==> src/rtl/intpol2_d4_out_wr_pkg.sv <==
// Shared definitions for the x4 interpolator output-side write sequencer:
// FSM encoding, default ratio and the sample-count width helper.
package intpol2_d4_out_wr_pkg;

  typedef enum logic [1:0] {
    ST_IDLE = 2'd0,
    ST_RUN  = 2'd1,
    ST_DONE = 2'd2
  } state_t;

  // Default interpolation ratio is 4 output samples per input sample.
  localparam int RATIO_LOG2 = 2;

  // ilen is DATA_WIDTH+1 bits wide; ilen*RATIO needs log2(RATIO) more bits.
  function automatic int total_width(input int data_width, input int ratio);
    return data_width + 1 + $clog2(ratio);
  endfunction

endpackage

==> src/rtl/intpol2_d4_out_wr_if.sv <==
// Sample stream from the datapath and write port of the output FIFO.
interface intpol2_d4_out_wr_if #(
  parameter int DATA_WIDTH = 32
);
  // s_data is transferred on every rising edge where s_valid && s_ready.
  // s_ready depends only on sequencer registers, never on s_valid; the
  // FIFO is written on every edge where fifo_we is high (only when !fifo_full).
  logic [DATA_WIDTH-1:0] s_data;
  logic                  s_valid;
  logic                  s_ready;
  logic                  fifo_full;
  logic                  fifo_we;
  logic [DATA_WIDTH-1:0] fifo_wdata;

  modport master (
    input  s_data, s_valid, fifo_full,
    output s_ready, fifo_we, fifo_wdata
  );

  modport slave (
    output s_data, s_valid, fifo_full,
    input  s_ready, fifo_we, fifo_wdata
  );

endinterface

==> src/rtl/intpol2_d4_out_wr_skid2.sv <==
// Two-entry skid FIFO: registered head, simultaneous push/pop keeps order.
module intpol2_d4_out_wr_skid2 #(
  parameter int W = 32
) (
  input  logic         clk,
  input  logic         rstn,
  input  logic         clear,
  input  logic         push,
  input  logic         pop,
  input  logic [W-1:0] din,
  output logic [W-1:0] head,
  output logic [1:0]   cnt
);

  logic [W-1:0] mem0;
  logic [W-1:0] mem1;

  // mem0 is always the oldest entry; callers never push when full or pop when empty.
  always_ff @(posedge clk or negedge rstn) begin
    if (!rstn) begin
      mem0 <= '0;
      mem1 <= '0;
      cnt  <= 2'd0;
    end else if (clear) begin
      mem0 <= '0;
      mem1 <= '0;
      cnt  <= 2'd0;
    end else begin
      case ({push, pop})
        2'b10: begin
          if (cnt == 2'd0) mem0 <= din;
          else             mem1 <= din;
          cnt <= cnt + 2'd1;
        end
        2'b01: begin
          mem0 <= mem1;
          cnt  <= cnt - 2'd1;
        end
        2'b11: begin
          if (cnt == 2'd2) begin
            mem0 <= mem1;
            mem1 <= din;
          end else begin
            mem0 <= din;
          end
        end
        default: ;
      endcase
    end
  end

  assign head = mem0;

endmodule

==> src/rtl/intpol2_d4_out_wr.sv <==
// Output write sequencer: accepts interpolated samples, buffers them in a
// 2-entry skid and writes them to the output FIFO, counting ilen*RATIO writes.
module intpol2_d4_out_wr
  import intpol2_d4_out_wr_pkg::*;
#(
  parameter int DATA_WIDTH = 32,
  parameter int RATIO      = 1 << RATIO_LOG2
) (
  input  logic                clk,
  input  logic                rstn,
  input  logic                clear,
  input  logic                start,
  input  logic [DATA_WIDTH:0] ilen,
  intpol2_d4_out_wr_if.master bus,
  output logic [1:0]          phase,
  output logic                busy,
  output logic                done,
  output state_t              dbg_state
);

  localparam int              R_LOG2     = $clog2(RATIO);
  localparam int              TW         = total_width(DATA_WIDTH, RATIO);
  localparam logic [1:0]      PHASE_MASK = 2'(RATIO - 1);
  localparam logic [TW-1:0]   ONE        = TW'(1);

  state_t                  state;
  state_t                  state_nx;
  logic [TW-1:0]           total;
  logic [TW-1:0]           acc_cnt;
  logic [TW-1:0]           wr_cnt;
  logic [1:0]              skid_cnt;
  logic [DATA_WIDTH-1:0]   skid_head;
  logic                    s_ready_c;
  logic                    we_c;
  logic                    push;
  logic                    pop;

  always_ff @(posedge clk or negedge rstn) begin
    if (!rstn)      state <= ST_IDLE;
    else if (clear) state <= ST_IDLE;
    else            state <= state_nx;
  end

  always_comb begin
    state_nx  = state;
    s_ready_c = 1'b0;
    we_c      = 1'b0;
    busy      = 1'b0;
    done      = 1'b0;
    unique case (state)
      ST_IDLE: begin
        if (start) state_nx = (ilen != '0) ? ST_RUN : ST_DONE;
      end
      ST_RUN: begin
        busy      = 1'b1;
        s_ready_c = (skid_cnt < 2'd2) && (acc_cnt < total);
        we_c      = (skid_cnt != 2'd0) && !bus.fifo_full;
        // Leave on the final write so done follows it by exactly one cycle.
        if (we_c && (wr_cnt == total - ONE)) state_nx = ST_DONE;
      end
      ST_DONE: begin
        done     = 1'b1;
        state_nx = ST_IDLE;
      end
      default: state_nx = ST_IDLE;
    endcase
  end

  assign push = s_ready_c && bus.s_valid;
  assign pop  = we_c;

  always_ff @(posedge clk or negedge rstn) begin
    if (!rstn) begin
      total   <= '0;
      acc_cnt <= '0;
      wr_cnt  <= '0;
    end else if (clear) begin
      total   <= '0;
      acc_cnt <= '0;
      wr_cnt  <= '0;
    end else begin
      case (state)
        ST_IDLE: begin
          if (start) begin
            total   <= {ilen, {R_LOG2{1'b0}}};
            acc_cnt <= '0;
            wr_cnt  <= '0;
          end
        end
        ST_RUN: begin
          if (push) acc_cnt <= acc_cnt + ONE;
          if (pop)  wr_cnt  <= wr_cnt + ONE;
        end
        ST_DONE: begin
          acc_cnt <= '0;
          wr_cnt  <= '0;
        end
        default: ;
      endcase
    end
  end

  intpol2_d4_out_wr_skid2 #(
    .W (DATA_WIDTH)
  ) u_skid (
    .clk   (clk),
    .rstn  (rstn),
    .clear (clear),
    .push  (push),
    .pop   (pop),
    .din   (bus.s_data),
    .head  (skid_head),
    .cnt   (skid_cnt)
  );

  assign bus.s_ready    = s_ready_c;
  assign bus.fifo_we    = we_c;
  assign bus.fifo_wdata = skid_head;
  assign phase          = wr_cnt[1:0] & PHASE_MASK;
  assign dbg_state      = state;

endmodule

==> src/flat_wrapper.sv <==
// flat-port wrapper written by rule: the top's interface ports become plain ports
module intpol2_d4_out_wr_flat import intpol2_d4_out_wr_pkg::*;
#(
  parameter int DATA_WIDTH = 32,
  parameter int RATIO      = 1 << RATIO_LOG2
)
  (clk, rstn, clear, start, ilen, phase, busy, done, dbg_state, bus_s_data, bus_s_valid, bus_fifo_full, bus_s_ready, bus_fifo_we, bus_fifo_wdata);
  intpol2_d4_out_wr_if #(.DATA_WIDTH(DATA_WIDTH)) bus_i ();
  input  logic clk;
  input  logic rstn;
  input  logic clear;
  input  logic start;
  input  logic [DATA_WIDTH:0] ilen;
  output logic [1:0] phase;
  output logic busy;
  output logic done;
  output state_t dbg_state;
  input wire logic [$bits(bus_i.s_data)-1:0] bus_s_data;
  input wire logic [$bits(bus_i.s_valid)-1:0] bus_s_valid;
  input wire logic [$bits(bus_i.fifo_full)-1:0] bus_fifo_full;
  output wire logic [$bits(bus_i.s_ready)-1:0] bus_s_ready;
  output wire logic [$bits(bus_i.fifo_we)-1:0] bus_fifo_we;
  output wire logic [$bits(bus_i.fifo_wdata)-1:0] bus_fifo_wdata;
  assign bus_i.s_data = bus_s_data;
  assign bus_i.s_valid = bus_s_valid;
  assign bus_i.fifo_full = bus_fifo_full;
  assign bus_s_ready = bus_i.s_ready;
  assign bus_fifo_we = bus_i.fifo_we;
  assign bus_fifo_wdata = bus_i.fifo_wdata;
  intpol2_d4_out_wr #(.DATA_WIDTH(DATA_WIDTH), .RATIO(RATIO)) u_core (.clk(clk), .rstn(rstn), .clear(clear), .start(start), .ilen(ilen), .bus(bus_i), .phase(phase), .busy(busy), .done(done), .dbg_state(dbg_state));
endmodule
==> config.mk <==
export PLATFORM = sky130hd
export DESIGN_NAME = intpol2_d4_out_wr_flat
export DESIGN_NICKNAME = d
export VERILOG_FILES = /design/src/rtl/intpol2_d4_out_wr_pkg.sv /design/src/rtl/intpol2_d4_out_wr_if.sv /design/src/rtl/intpol2_d4_out_wr_skid2.sv /design/src/rtl/intpol2_d4_out_wr.sv /design/src/flat_wrapper.sv
export SDC_FILE = /design/constraint.sdc
export NUM_CORES = 1
export LEC_CHECK = 0
export BUFFER_PORTS_ARGS = -buffer_cell sky130_fd_sc_hd__buf_4
export CAP_MARGIN = 20
export CORE_UTILIZATION = 45
export DETAILED_ROUTE_END_ITERATION = 10
export PLACE_DENSITY = 0.76
export SLEW_MARGIN = 15
export SYNTH_ARGS = -nofsm -noshare
export SYNTH_HDL_FRONTEND = slang
export SYNTH_SLANG_ARGS = --single-unit
==> constraint.sdc <==
create_clock -name clk -period 7.4 [get_ports clk]
set_input_delay 1.11 -clock clk [delete_from_list [all_inputs] [get_ports clk]]
set_output_delay 1.11 -clock clk [all_outputs]
set_load 0.01 [all_outputs]
Yosys cells after proc, flatten, opt, wreduce, memory -nomap -nowiden:

Index checks and enable logic that the tools add are counted.

* add/sub/neg operators: 5
* magnitude comparators: 2
* eq/ne operators: 14
* muxes and demuxes: 29
* reductions and logical operators: 21

Operators with widths (number)
* 2-to-1 mux 35 bit: 8
* case mux 35 bit (3 select lines): 2
* 2-to-1 mux 32 bit: 6
* case mux 32 bit (3 select lines): 1
* adder 35 x 1 -> 35 bit, second input constant: 2
* case mux 32 bit (2 select lines): 1
* equality test 35 bit: 1
* less-than comparator 35 bit: 1
* subtractor 35 x 1 -> 35 bit, second input constant: 1
* nonzero test 33 bit: 1
* inequality test 3 bit, second input constant: 6
* 2-to-1 mux 2 bit: 5
* AND reduction 3 bit: 3
* equality test 2 bit, second input constant: 4
* case mux 2 bit (2 select lines): 2
* nonzero test 4 bit: 2
* AND reduction 2 bit: 3
* nonzero test 2 bit: 3
* nonzero test 3 bit: 2
* equality test 2 x 1 -> 1 bit, second input constant: 2
* logical AND 1 bit: 4
* zero test 2 bit: 2
* 2-to-1 mux 1 bit: 4
* inequality test 3 x 2 -> 1 bit, second input constant: 1
* 4 further kinds: 4

* register bits: 173
* input port bits: 71
* output and inout bits: 40
* logic and storage cells: 78

Logic depth before layout (Yosys ltp):

* depth in word-level cells: 7
* mapped depth: 14

Modules after synthesis:

A second synthesis with hierarchy kept.

* cells, all modules: 1095
* area total of the unflattened synthesis: 10422.5 um2

By module, submodules not included
* intpol2_d4_out_wr: times used 1, cells each 813, area an instance 7248.2 um2, seq. area each 2627.5 um2
* intpol2_d4_out_wr_skid2: times used 1, cells each 282, area an instance 3174.3 um2, seq. area each 1651.6 um2

Worst setup path before layout:

Ideal clock, no wire load.

* path kind: reg-to-output
* start: reg u_core.total[6]
* end: out bus_s_ready
* data arrival time: 2.427 ns
* required time: 6.290 ns
* slack: 3.863 ns
* stages on the path, launching flop included: 11
* path through: dfrtp_1 > buf_1 > inv_1 > ha_1 > a211oi_1 > o21ai_0 > a221o_1 > a21oi_1 > or2_2 > clkbuf_1 > and2_1

* longest elaborated chain between the ends: 3

RTL lines
* from (decl): RTL line intpol2_d4_out_wr.sv:28 `logic [TW-1:0] total;`
* from (signal assigned): RTL line intpol2_d4_out_wr.sv:85 `total <= {ilen, {R_LOG2{1'b0}}};`
* less-than comparator 35 bit: RTL line intpol2_d4_out_wr.sv:56 `s_ready_c = (skid_cnt < 2'd2) && (acc_cnt < total);`
* logical AND 1 bit: RTL line intpol2_d4_out_wr.sv:56
* 2-to-1 mux 1 bit: RTL line intpol2_d4_out_wr.sv:50 `unique case (state)`
* to (decl): RTL line flat_wrapper.sv:21 `output wire logic [$bits(bus_i.s_ready)-1:0] bus_s_ready;`

Every way passes these cells.

Worst setup path after layout:

Same ends and word-level chain as after synthesis.

==> results.yml <==
timing:
  hold_viol: 0
  fmax_mhz: 238
  relSlewSlack: 0.305
  layout_min_cycle_time_ns: 4.21
  period_share: 0.569
  tns_ns: 0
  rsz0062_at_grt: "false"
  drv_slew: 0
  skew_ns: 0.0119
  setup_viol_count_final: 0
  worstMarginPinSlew_ns: 1.04
  fin_ws_ns: 3.19
  hold-worst-slack_ns: 0.484
power:
  pwr-share-comb: 0.206
  peakVddDrop_uv: 158
  p_per_area_nw_per_um2: 210
  intPower_mw: 1.66
  finalPower_mw: 2.46
  clockPowerShare: 0.374
  seqPwrFrac: 0.420
  p_sw_mw: 0.799
  p_sw_frac: 0.325
  power_leakage_nw: 4.95
clock_network:
  post-cts-setup-buffers: 0
  clock_latency_ns: 0.43
  cts_num_sinks: 171
  cts_tree: "built"
  cts_resized: 0
  path_clk_slew_ns: 0.07
  cts_htree_levels: 4
  numCtsBuffers: 17
  cts_hold_buffers: 0
  root_buffer: "clkbuf_16"
  clockBufferDepth: 2
yosys:
  netlist.area_leader.share: 0.427
  synthFlopType: "dfrtp_1"
  yosys-top-cells-area: "dfrtp_1 (43%), mux2i_1 (6.9%), xnor2_1 (5.2%)"
  synth_edf_count: 0
  synthArstFlopShare: 1.00
  synth_seq_area_share: 0.427
  synth_xor_area_frac: 0.0786
  synth_cells: 1109
  syn_nets: 1218
  synth_largest_area_cell: "dfrtp_1"
  yosys.area_share.simple: 0.222
  synth_compound_area_frac: 0.109
  ys_ff_latch: 171
  synth_top_family_by_area: "simple AND/OR/NAND/NOR gates"
  synthesis.area_um2: 10000
  postSynthAreaPerCell_um2: 9.04
  synth_warnings: 0
  synthMostInstantiatedCell: "dfrtp_1"
  netlist-cell-type-count: 64
  synthMuxAreaShare: 0.0711
  yosys-top-cells-count: "dfrtp_1 (171), nand2_1 (136), nor2_1 (111)"
  synth_fa_ha_area_frac: 0.0474
routing:
  routedWlPerCell_um: 17.5
  drc: 0
  drt-initial-drc-count: 557
  firstDrtPassIters: 5
  viasPerCell: 5.69
  ant_nets: 0
  finalWirelength_um: 26000
  vias: 8446
layout:
  drive_gt1_frac: 0.147
  areaGrowthSynthToFinish_pct: 16.7
  num_antenna_cells: 0
  nNetsFinal: 1301
  finalInstanceArea_um2: 11700
critical_path:
  crit_type: "flop to primary output"
  cp_max_fo: 12
  critPathRequiredTime_ns: 6.29
  worst_setup_path_end_kind: "primary output"
  arrival_ns: 3.10
  worstSetupStartpointType: "flop"
global_routing:
  grt_antenna_before_repair: 0
  grt_pass1_vias: 8229
  grt_max_degree: 114
  grtUsageTotal: 0.240
  grt_pass1_wl_um: 42300
  overflow: 0
job:
  drv_cap: 0
die:
  rows: 54
  dieArea_um2: 22900
  core_um2: 21800
  die_width_um: 151
  die_h_um: 151
  start_util: 0.460
  pin_count: 111
placed_design:
  portBuffers: 110
  place_area_um2: 11100
  dp_hpwl_um: 18800
  dp_slack_ns: 3.51
  gp_congestion: 0.921
status:
  outcome: "complete, no violations"
hold_path:
  hp-class: "flop to flop"
[power by group through the flow]
stage	registers, mW	logic (mW)	clock network (mW)
detailed placement	1.05	0.501	0
global route	1.04	0.559	0.970
global placement	1.05	0.488	0
floorplan	1.04	0.312	0
CTS	1.03	0.503	0.938
finish	1.03	0.507	0.919
[cells in the final DEF, fill, tap and decap left out, drive strengths merged, types with 3 or more instances in the layout]
cell,instances
xor2,31
nor4,24
nand4,29
and3,14
nor3,44
o2111ai,3
a2111oi,5
dfrtp,171
a311oi,3
nand2,136
nand3,34
or4,11
xnor2,59
nor2,112
a211o,3
nand2b,6
a21o,13
buf,119
inv,66
and2,7
and4,9
or2,5
a21oi,60
a31oi,4
ha,38
o21ai,56
clkbuf,17
mux2i,69
o31ai,3
a211oi,4
clkinv,3
or3,12
[worst max-delay path: stages (launching register included)]
cell,delay (ns)
dfrtp_1,0.67
inv_1,0.14
ha_1,0.31
a211oi_1,0.22
o21ai_0,0.12
a221o_1,0.36
a21oi_1,0.27
or2_2,0.27
and2_1,0.18
buf_4,0.14
[logic make-up after synthesis]
family                   Yosys count
adder cells (fa/ha/maj)           38
AND/OR/NAND/NOR                  453
XOR/XNOR                          90
buffers and inverters            111
multiplexers                      71
flip-flops                       171
AO/OA/AOI/OAI                    175
[sequential cells by signal, summed over array words and instances (netlist names)]
register and count:
u_core.acc_cnt 35, u_core.wr_cnt 35, u_core.total 33, u_core.u_skid.head 32, u_core.u_skid.mem1 32, u_core.dbg_state 2
u_core.u_skid.cnt 2
[path summary, 6_finish.rpt]
path	slack, ns	start	cells past startpoint	end
max reg2reg	3.56	u_core.total[6]	10	u_core.u_skid.mem1[28]
min in group asynchronous	0.57	rstn	1	u_core.wr_cnt[0]
max in group asynchronous	5.80	rstn	2	u_core.wr_cnt[11]
max	3.19	u_core.total[6]	9	bus_s_ready
min	0.48	u_core.u_skid.head[10]	2	u_core.u_skid.head[10]
min reg2reg	0.48	u_core.u_skid.head[10]	2	u_core.u_skid.head[10]
[metrics by stage]
step | utilization | std cells
after CTS | 0.535 | 1483
after global placement | 0.506 | 1450
after global routing | 0.536 | 1485
after floorplan | - | 1109
after detailed placement | 0.507 | 1451
final | 0.536 | 1485
[metal layers]
metal,global-route usage,up-vias,wire [um]
li1,-,4038,-
met1,0.312,4092,11700
met2,0.378,270,12000
met3,0.0657,46,1700
met4,0.0950,0,647
met5,0,-,0
[final cells by class]
type	count	area, um2
well taps	280	350
inverters	56	210
clock inverters	15	175
multi-input cells	827	5340
fillers	1945	10100
flip-flops and latches	171	4280
clock buffers	17	425
repair buffers	119	922
Power figures use the tool's default switching activity.
